--- src/rtl/dll_cfg_spi_target.sv ---
// SPI mode-0 config target: oversampled pads, 16-bit frames {W, addr[6:0], data[7:0]}, flat cfg bus out.
// Write commits one clk after the synchronized 16th sclk rise; no backpressure (host paces via sclk).
module dll_cfg_spi_target #(
  parameter int unsigned NUM_REGS    = 4,
  parameter int unsigned SYNC_STAGES = 2,
  parameter logic [7:0]  RESET_VAL   = 8'h00
) (
  input  logic                  clk,
  input  logic                  rst,
  input  logic                  spi_sclk_i,
  input  logic                  spi_csn_i,
  input  logic                  spi_mosi_i,
  output logic                  spi_miso_o,
  output logic                  spi_miso_oe_o,
  output logic [8*NUM_REGS-1:0] cfg_o,
  output logic                  wr_pulse_o,
  output logic [6:0]            wr_addr_o,
  output logic                  err_o
);

  typedef enum logic [1:0] {IDLE, HDR, DATA, DONE} state_e;

  logic [SYNC_STAGES-1:0] sclk_sync_q, csn_sync_q, mosi_sync_q;
  logic                   sclk_prev_q, csn_prev_q;
  logic [SYNC_STAGES:0]   vld_q;

  state_e                     state_q, state_d;
  logic [4:0]                 cnt_q, cnt_d;
  logic [6:0]                 shift_q, shift_d;
  logic                       wr_q, wr_d;
  logic [6:0]                 addr_q, addr_d;
  logic [7:0]                 sout_q, sout_d;
  logic                       miso_q, miso_d;
  logic [NUM_REGS-1:0][7:0]   cfg_q, cfg_d;
  logic                       wr_pulse_q, wr_pulse_d;
  logic [6:0]                 wr_addr_q, wr_addr_d;
  logic                       err_q, err_d;

  logic       sclk_s, csn_s, mosi_s, smp_vld;
  logic       sclk_rise, sclk_fall, csn_rise, csn_fall;
  logic [7:0] hdr, rd_byte;

  // vld_q marks when csn_prev_q holds a real pad sample, so the reset value
  // of the chain can never fake an edge into a frame already in progress.
  always_ff @(posedge clk or posedge rst) begin
    if (rst) begin
      sclk_sync_q <= '0;
      csn_sync_q  <= '1;
      mosi_sync_q <= '0;
      sclk_prev_q <= 1'b0;
      csn_prev_q  <= 1'b1;
      vld_q       <= '0;
    end else begin
      sclk_sync_q <= {sclk_sync_q[SYNC_STAGES-2:0], spi_sclk_i};
      csn_sync_q  <= {csn_sync_q[SYNC_STAGES-2:0], spi_csn_i};
      mosi_sync_q <= {mosi_sync_q[SYNC_STAGES-2:0], spi_mosi_i};
      sclk_prev_q <= sclk_sync_q[SYNC_STAGES-1];
      csn_prev_q  <= csn_sync_q[SYNC_STAGES-1];
      vld_q       <= {vld_q[SYNC_STAGES-1:0], 1'b1};
    end
  end

  assign sclk_s    = sclk_sync_q[SYNC_STAGES-1];
  assign csn_s     = csn_sync_q[SYNC_STAGES-1];
  assign mosi_s    = mosi_sync_q[SYNC_STAGES-1];
  assign smp_vld   = vld_q[SYNC_STAGES];
  assign sclk_rise = smp_vld & sclk_s & ~sclk_prev_q;
  assign sclk_fall = smp_vld & ~sclk_s & sclk_prev_q;
  assign csn_rise  = smp_vld & csn_s & ~csn_prev_q;
  assign csn_fall  = smp_vld & ~csn_s & csn_prev_q;
  assign hdr       = {shift_q, mosi_s};

  always_comb begin
    rd_byte = 8'h00;
    for (int k = 0; k < NUM_REGS; k++) begin
      if (hdr[6:0] == 7'(k)) rd_byte = cfg_q[k];
    end
  end

  always_comb begin
    state_d    = state_q;
    cnt_d      = cnt_q;
    shift_d    = shift_q;
    wr_d       = wr_q;
    addr_d     = addr_q;
    sout_d     = sout_q;
    miso_d     = miso_q;
    cfg_d      = cfg_q;
    wr_pulse_d = 1'b0;
    wr_addr_d  = wr_addr_q;
    err_d      = 1'b0;
    if (csn_rise) begin
      state_d = IDLE;
      miso_d  = 1'b0;
      cnt_d   = 5'd0;
      err_d   = (cnt_q != 5'd0) && (cnt_q != 5'd16);
    end else begin
      case (state_q)
        IDLE: begin
          if (csn_fall) begin
            state_d = HDR;
            cnt_d   = 5'd0;
          end
        end
        HDR: begin
          if (sclk_rise) begin
            shift_d = {shift_q[5:0], mosi_s};
            cnt_d   = cnt_q + 5'd1;
            if (cnt_q == 5'd7) begin
              state_d = DATA;
              wr_d    = hdr[7];
              addr_d  = hdr[6:0];
              if (!hdr[7]) begin
                miso_d = rd_byte[7];
                sout_d = {rd_byte[6:0], 1'b0};
              end
            end
          end
        end
        DATA: begin
          if (sclk_rise) begin
            shift_d = {shift_q[5:0], mosi_s};
            cnt_d   = cnt_q + 5'd1;
            if (cnt_q == 5'd15) begin
              state_d = DONE;
              miso_d  = 1'b0;
              for (int k = 0; k < NUM_REGS; k++) begin
                if (wr_q && addr_q == 7'(k)) begin
                  cfg_d[k]   = hdr;
                  wr_pulse_d = 1'b1;
                  wr_addr_d  = addr_q;
                end
              end
            end
          // The fall right after the 8th rise must keep bit7 on the pin.
          end else if (sclk_fall && !wr_q && cnt_q >= 5'd9) begin
            miso_d = sout_q[7];
            sout_d = {sout_q[6:0], 1'b0};
          end
        end
        default: ;
      endcase
    end
  end

  always_ff @(posedge clk or posedge rst) begin
    if (rst) begin
      state_q    <= IDLE;
      cnt_q      <= 5'd0;
      shift_q    <= '0;
      wr_q       <= 1'b0;
      addr_q     <= '0;
      sout_q     <= '0;
      miso_q     <= 1'b0;
      cfg_q      <= {NUM_REGS{RESET_VAL}};
      wr_pulse_q <= 1'b0;
      wr_addr_q  <= '0;
      err_q      <= 1'b0;
    end else begin
      state_q    <= state_d;
      cnt_q      <= cnt_d;
      shift_q    <= shift_d;
      wr_q       <= wr_d;
      addr_q     <= addr_d;
      sout_q     <= sout_d;
      miso_q     <= miso_d;
      cfg_q      <= cfg_d;
      wr_pulse_q <= wr_pulse_d;
      wr_addr_q  <= wr_addr_d;
      err_q      <= err_d;
    end
  end

  assign spi_miso_o    = miso_q;
  assign spi_miso_oe_o = ~csn_s;
  assign cfg_o         = cfg_q;
  assign wr_pulse_o    = wr_pulse_q;
  assign wr_addr_o     = wr_addr_q;
  assign err_o         = err_q;

endmodule
--- config.mk ---
export PLATFORM = sky130hd
export DESIGN_NAME = dll_cfg_spi_target
export DESIGN_NICKNAME = d
export VERILOG_FILES = /design/src/rtl/dll_cfg_spi_target.sv
export SDC_FILE = /design/constraint.sdc
export NUM_CORES = 1
export LEC_CHECK = 0
export CORE_MARGIN = 4
export CORE_UTILIZATION = 61
export CTS_BUF_LIST = sky130_fd_sc_hd__clkbuf_8
export DETAILED_ROUTE_END_ITERATION = 12
export PLACE_DENSITY = 0.87
export SETUP_SLACK_MARGIN = 0.1
export SYNTH_ARGS = -nofsm -noshare
export SYNTH_HDL_FRONTEND = slang
export SYNTH_SLANG_ARGS = --single-unit
--- constraint.sdc ---
create_clock -name clk -period 5.1 [get_ports clk]
set_input_delay 1.275 -clock clk [delete_from_list [all_inputs] [get_ports clk]]
set_output_delay 1.275 -clock clk [all_outputs]
set_load 0.01 [all_outputs]
==> flow_summary.yaml <==
finish:
  final.fill_count: 351
  antenna_cells: 0
  multi_input_area_sq_um: 1530
  drive_gt1_share_pct: 28.4
  final_cell_mix: "dfrtp_1 (79), clkdlybuf4s50_1 (47), mux2_2 (46)"
  mostFrequentLayoutCell: "dfrtp_1"
  synthToLayoutAreaGrowth_pct: 19.6
  register_area_sq_um: 2060
  fin_nets: 320
floorplanning:
  coreArea_sq_um: 5680
  fp.dieW_um: 85.5
  die_area_sq_um: 7310
  start_util_pct: 64.6
  die_y_um: 85.5
  rows: 27
  pin_count: 48
drt:
  drt_iter0_drc: 226
  wl_per_cell_um: 20.1
  vias_per_cell: 6.14
  antenna_left: 0
  drc: 0
  drt_first_pass_iters: 4
  routed_wl_um: 7730
  num_vias: 2363
sta:
  skew_ns: 0.00851
  rsz0062_at_grt: "false"
  final.period_utilization_pct: 56.6
  slew_viol_final: 0
  finalHoldViolCount: 0
  worst_pin_slew_ns: 1.02
  slew_headroom_pct: 32.2
  max_freq_ghz: 0.346
  fin_crit_ns: 2.89
  setup_viol: 0
  tns_ns: 0
synthesis:
  yosys_warnings: 0
  yosys.area_share.simple_pct: 9.52
  synth_top_family_by_area: "multiplexers"
  synthMuxAreaShare_pct: 23.4
  postSynthAreaPerCell_sq_um: 14.3
  ys_seq_area_share_pct: 56.1
  synth_compound_area_share_pct: 6.11
  synth-xor-area-share_pct: 0.239
  yosysUniqueCellTypes: 53
  synth-edff-count: 0
  ys_seq_elements: 82
  syn_inst: 256
  synthFlopType: "dfrtp_1"
  synth_nets: 268
  synth_area_sq_um: 3670
  synthAdderAreaFrac_pct: 2.39
  async_reset_ff_share_pct: 100
worst_setup_path:
  path_buf_inv: 1
  critPathArrivalTime_ns: 3.12
  worst_path_largest_cell_delay_ns: 0.75
  crit_path_end_kind: "flop"
  crit_required_ns: 5.34
  path_cells: "inv_1 > ha_1 > nor3b_2 > nand4_2 > nor3_2 > mux2_2"
  regToRegStartpoint: "state_q[0]"
  critical_path_class: "reg2reg"
  worst_r2r_endpoint: "cfg_o[16]"
  path_max_fanout: 16
  r2r_cells: 6
  slowest_stage: "nor3_2"
  cp-start-kind: "flop"
  crit_family: "simple AND/OR/NAND/NOR gates"
  reg2reg_slack_ns: 2.21
clock_network:
  cts.sink_count: 82
  ctsResizeCount: 0
  insertion_delay_ns: 0.35
  clock_path_buffers: 2
  path_clk_slew_ns: 0.08
  root_buffer: "clkbuf_8"
  hold_buffers: 0
  cts_setup_buffers: 0
  cts_buffers: 9
  htree_levels: 3
  cts_tree: "built"
global_routing:
  grt_pass1_wl_um: 12700
  grtUsageTotal_pct: 22.8
  grt_max_degree: 62
  antenna_found_initial: 0
  grt_pass1_vias: 2439
  globalRouteOverflowTotal: 0
power:
  swShare_pct: 31.2
  p_per_area_nw_per_um2: 343
  p_seq_share_pct: 51.0
  p_int_uw: 1040
  p_leak_uw: 0.00205
  power.share.clock_pct: 29.6
  power.switching_uw: 470
  power_uw: 1510
  combPwrFrac_pct: 19.4
  irDropWorstVdd_v: 0.000272
hold_path:
  whs_endpoint: "sclk_sync_q[1]"
  worstHoldStart: "sclk_sync_q[0]"
  hold_depth: 0
  hp-class: "reg2reg"
placement:
  dp_hpwl_um: 5160
  portBuffers: 47
  gp_congestion: 0.829
run:
  cap_viol_max_count: 0
outcome:
  status: "finished, final reports clean"
## cells in the mapped netlist (all sizes together), types with 4 or more instances
master	n	area [sq um]
dfrtp	79	1980
mux2	54	638
inv	11	41.3
nand2	9	33.8
mux4	8	180
ha	7	87.6
nor2	7	26.3
a22o	6	52.6
and2	6	37.5
nor3	5	45.0
o21ai	5	25.0
buf	4	26.3
mux2i	4	40.0
## sequential cells by signal (all words and copies together), names as in the netlist, 2 cells and up
| name | flops |
|---|---|
| mosi_sync_q | 2 |
| sclk_sync_q | 2 |
| shift_q | 7 |
| state_q | 2 |
| cfg_o | 32 |
| sout_q | 7 |
| wr_addr_o | 7 |
| csn_sync_q | 2 |
| cnt_q | 5 |
| vld_q | 3 |
| addr_q | 7 |
## cells by family (layout without fill, tap and decap cells)
kind of cell    Yosys count  in the layout
flops                    82             82
mux                      66             66
simple gates             52             52
compound gates           29             29
buf+inv                  18             75
fa+ha+maj                 7              7
other cells               1              1
xor+xnor                  1              1
## power groups by stage
stage | combinational (uW) | sequential, uW | clock, uW
2_1_floorplan | 238 | 741 | 0
3_3_place_gp | 279 | 777 | 0
3_5_place_dp | 284 | 781 | 0
4_1_cts | 288 | 768 | 453
5_1_grt | 322 | 775 | 483
6_report | 292 | 768 | 446
## worst max-delay path by stage
stage | startpoint | endpoint | slack (ns) | cells past startpoint
floorplan | rst | addr_q[0] | 1.72 | 1
global placement | rst | cfg_o[16] | 2.38 | 3
detailed placement | state_q[0] | cfg_o[16] | 2.31 | 6
CTS | state_q[0] | cfg_o[16] | 2.27 | 6
global route | state_q[0] | cfg_o[20] | 2.10 | 6
finish | state_q[0] | cfg_o[16] | 2.21 | 6
## worst reg2reg max path, stage by stage, from the launching register on
cell and delay [ns]:
dfrtp_1 0.39, inv_1 0.11, ha_1 0.50, nor3b_2 0.38, nand4_2 0.22, nor3_2 0.76
mux2_2 0.43
## through the flow
step	worst slack (ns)	hold WS, ns	utilization [%]	std cells	area [sq um]
after detailed placement	2.31	0.336	74.0	369	4200
after CTS	2.27	0.354	77.3	385	4390
after global placement	2.38	0.332	74.0	369	4200
after floorplan	1.72	0.331	-	256	3670
final	2.21	0.351	77.3	385	4390
after global routing	2.10	0.356	77.3	385	4390
## layer usage
| metal | vias up | routed length, um | track usage [%] |
|---|---|---|---|
| met1 | 1232 | 3570 | 33.2 |
| li1 | 1048 | - | - |
| met5 | - | 0 | 0 |
| met3 | 15 | 351 | 4.42 |
| met4 | 0 | 154 | 9.50 |
| met2 | 68 | 3660 | 34.0 |
## area by class of cell
class                      instances  area share [%]
multi-input combinational        156            34.9
clock inverter                     7            1.46
clock buffer                       9            2.82
sequential                        82            46.9
timing repair buffer              48            10.9
tap                               72            2.05
inverter                          11           0.970
(Power assumes the default switching activity.)
==> patch: new RTL, config.mk and constraints unchanged <==
The 4 states of `state_e` get a one-hot encoding in 4 bits.
--- a/src/rtl/dll_cfg_spi_target.sv
+++ b/src/rtl/dll_cfg_spi_target.sv
@@ -18,7 +18,7 @@
   output logic                  err_o
 );
 
-  typedef enum logic [1:0] {IDLE, HDR, DATA, DONE} state_e;
+  typedef enum logic [3:0] {IDLE = 4'b0001, HDR = 4'b0010, DATA = 4'b0100, DONE = 4'b1000} state_e;
 
   logic [SYNC_STAGES-1:0] sclk_sync_q, csn_sync_q, mosi_sync_q;
   logic                   sclk_prev_q, csn_prev_q;
Formal check against the unedited RTL: same outputs for any inputs over 10 cycles, from zero or initial values and one cycle with rst high; not proved beyond that.
==> patch against the original RTL <==
Combinational power fell by 49%. Total power fell by 5.0%. Routed wire length rose by 1.9%. Die area rose by 0.61%. Sequential cell count rose by 2. Area after synthesis rose by 0.68%. Worst setup slack got worse by 0.43 ns. Utilization fell by 1.9 points. Design area rose by 1.1%. Non-clock buffer count did not move. Critical endpoint is now cfg_o[6]$_DFFE_PP0P_. Largest power group unchanged.
==> patch: results (changes against the original RTL) <==
[outcome]
status = finished clean  ; unchanged

[synthesis]
syn_nets = 266  ; was 268
ys_warn_count = 0  ; unchanged
ys_seq_area_frac = 0.571  ; was 0.561
ys_async_sr_fraction = 1.00  ; unchanged
avgSynthCellArea_um2 = 14.4  ; was 14.3 um2
synth.area.top_cells = dfrtp_1, mux2_2, mux4_2  ; unchanged
synth_commonest_cells = dfrtp_1, mux2_2, inv_1  ; unchanged
ys_types = 46  ; was 53

[route]
initialDrtViolationCount = 190  ; was 226
wl_met3_um = 441  ; was 351 um
vias_per_cell = 6.11  ; was 6.14
wl_met1_mm = 3.46  ; was 3.57 mm
wl_per_cell_um = 20.4  ; was 20.1 um
dr.pass1.iters = 4  ; unchanged
totalWireLength_mm = 7.88  ; was 7.73 mm
highest_layer = met4  ; unchanged
dr_wl_met2_mm = 3.80  ; was 3.66 mm

[final_layout]
drive_gt1_frac = 0.350  ; was 0.284
finish.net_count = 315  ; was 320
fill_cells = 377  ; was 351

[clocking]
cts_buffers = 9  ; unchanged
insertion_delay_ns = 0.36
clockRootBuffer = clkbuf_8  ; unchanged
h-tree-depth = 3  ; unchanged
cts_setup_buffers = 0  ; unchanged
clock_path_buffers = 2  ; unchanged
clk_pin_slew_ns = 0.08  ; about the same

[global_routing]
antenna_found_initial = 0  ; unchanged
grt_pass1_wl_mm = 12.8  ; was 12.7 mm
grt_usage = 0.232  ; was 0.228
grt_pass1_vias = 2403  ; was 2439
grt_max_degree = 54  ; was 62

[place]
dp.final_hpwl_mm = 5.30  ; was 5.16 mm
dp.cells = 370  ; was 369
io_buffer_count = 47  ; unchanged
dpl_cell_area_um2 = 4210  ; was 4200 um2
gp_congestion = 0.925  ; was 0.829
post-place-ws_ns = 1.88  ; was 2.31 ns

[worst_setup_path]
cpLargestDelayFamily = simple AND/OR/NAND/NOR gates  ; unchanged
crit_slowest_cell = nor4b_2  ; was nor3_2
arrival_ns = 3.56  ; was 3.12 ns
cpPeakStageDelay_ns = 0.89  ; was 0.75 ns
critPathMaxFanout = 12  ; was 16

[power]
peakVddDrop_mv = 0.218  ; was 0.272 mV
switching_power_uw = 386  ; was 470 uW
p_leak_uw = 0.00210  ; was 0.00205 uW

[worst_hold_path]
hold_path.class = reg2reg  ; unchanged

[timing]
fin_worst_skew_ns = 0.0123  ; was 0.00851 ns
worstMarginPinSlew_ns = 1.03  ; was 1.02 ns

==> patch: cell types whose count changed after synthesis, sizes merged, moves of 3 or more <==
cell,delta
and2,-4
nand3,+5
nor3,-4
and2b,+6
nor4b,+3
ha,-3
mux2i,-4
nand4,-3
or4,+3
mux2,+3
==> patch: metrics by stage <==
step           hold WS [ns]  power, uW
2_1_floorplan         0.331        873
3_3_place_gp          0.334        904
3_5_place_dp          0.335        910
4_1_cts               0.355       1440
5_1_grt               0.363       1490
6_report              0.354       1430
==> patch: layer usage <==
| metal | GRT usage | vias to the layer above |
|---|---|---|
| li1 | - | 1033 |
| met5 | 0 | - |
| met4 | 0.111 | 0 |
| met2 | 0.346 | 86 |
| met1 | 0.323 | 1224 |
| met3 | 0.0576 | 17 |
==> patch: final cells by class <==
cell class | instances | area [um2] | share of cell area
clock buffers | 10 | 138 | 0.0310
clock inverters | 6 | 88.8 | 0.0200
inverters | 9 | 35.0 | 0.00790
multi-input cells | 154 | 1500 | 0.337
flip-flops and latches | 84 | 2110 | 0.475
well taps | 75 | 93.8 | 0.0212
repair buffers | 48 | 478 | 0.108
==> patch: final timing paths <==
check                                         startpoint                  endpoint  slack (ns)  cells after the start
worst max-delay path              state_q[1]$_DFFE_PP0P_      cfg_o[6]$_DFFE_PP0P_        1.78                      5
worst min-delay path            sclk_sync_q[0]$_DFF_PP0_  sclk_sync_q[1]$_DFF_PP0_        0.35                      0
worst max register to register    state_q[1]$_DFFE_PP0P_      cfg_o[6]$_DFFE_PP0P_        1.78                      5
worst min register to register  sclk_sync_q[0]$_DFF_PP0_  sclk_sync_q[1]$_DFF_PP0_        0.35                      0
max in group asynchronous                            rst     sout_q[5]$_DFFE_PP0P_        2.78                      3
min in group asynchronous                            rst     cfg_o[14]$_DFFE_PP0P_        1.40                      2
==> patch: logic make-up (layout without fill, tap and decap cells) <==
family / after synthesis / after routing / share of synthesized area
simple gates: 54 / 54 / 0.108
mux: 65 / 65 / 0.223
xor+xnor: 2 / 2 / 0.00475
fa+ha+maj: 4 / 4 / 0.0136
flops: 84 / 84 / 0.571
buf+inv: 19 / 73 / 0.0241
compound gates: 28 / 28 / 0.0546
other cells: 1 / 1 / 0.00102
==> patch: power groups by stage <==
stage                     combinational (uW)  clock [uW]  sequential (uW)
final                                    150         530              752
after global routing                     170         566              757
after CTS                                149         537              750
after detailed placement                 147           0              762
after global placement                   144           0              759
after floorplan                          141           0              732
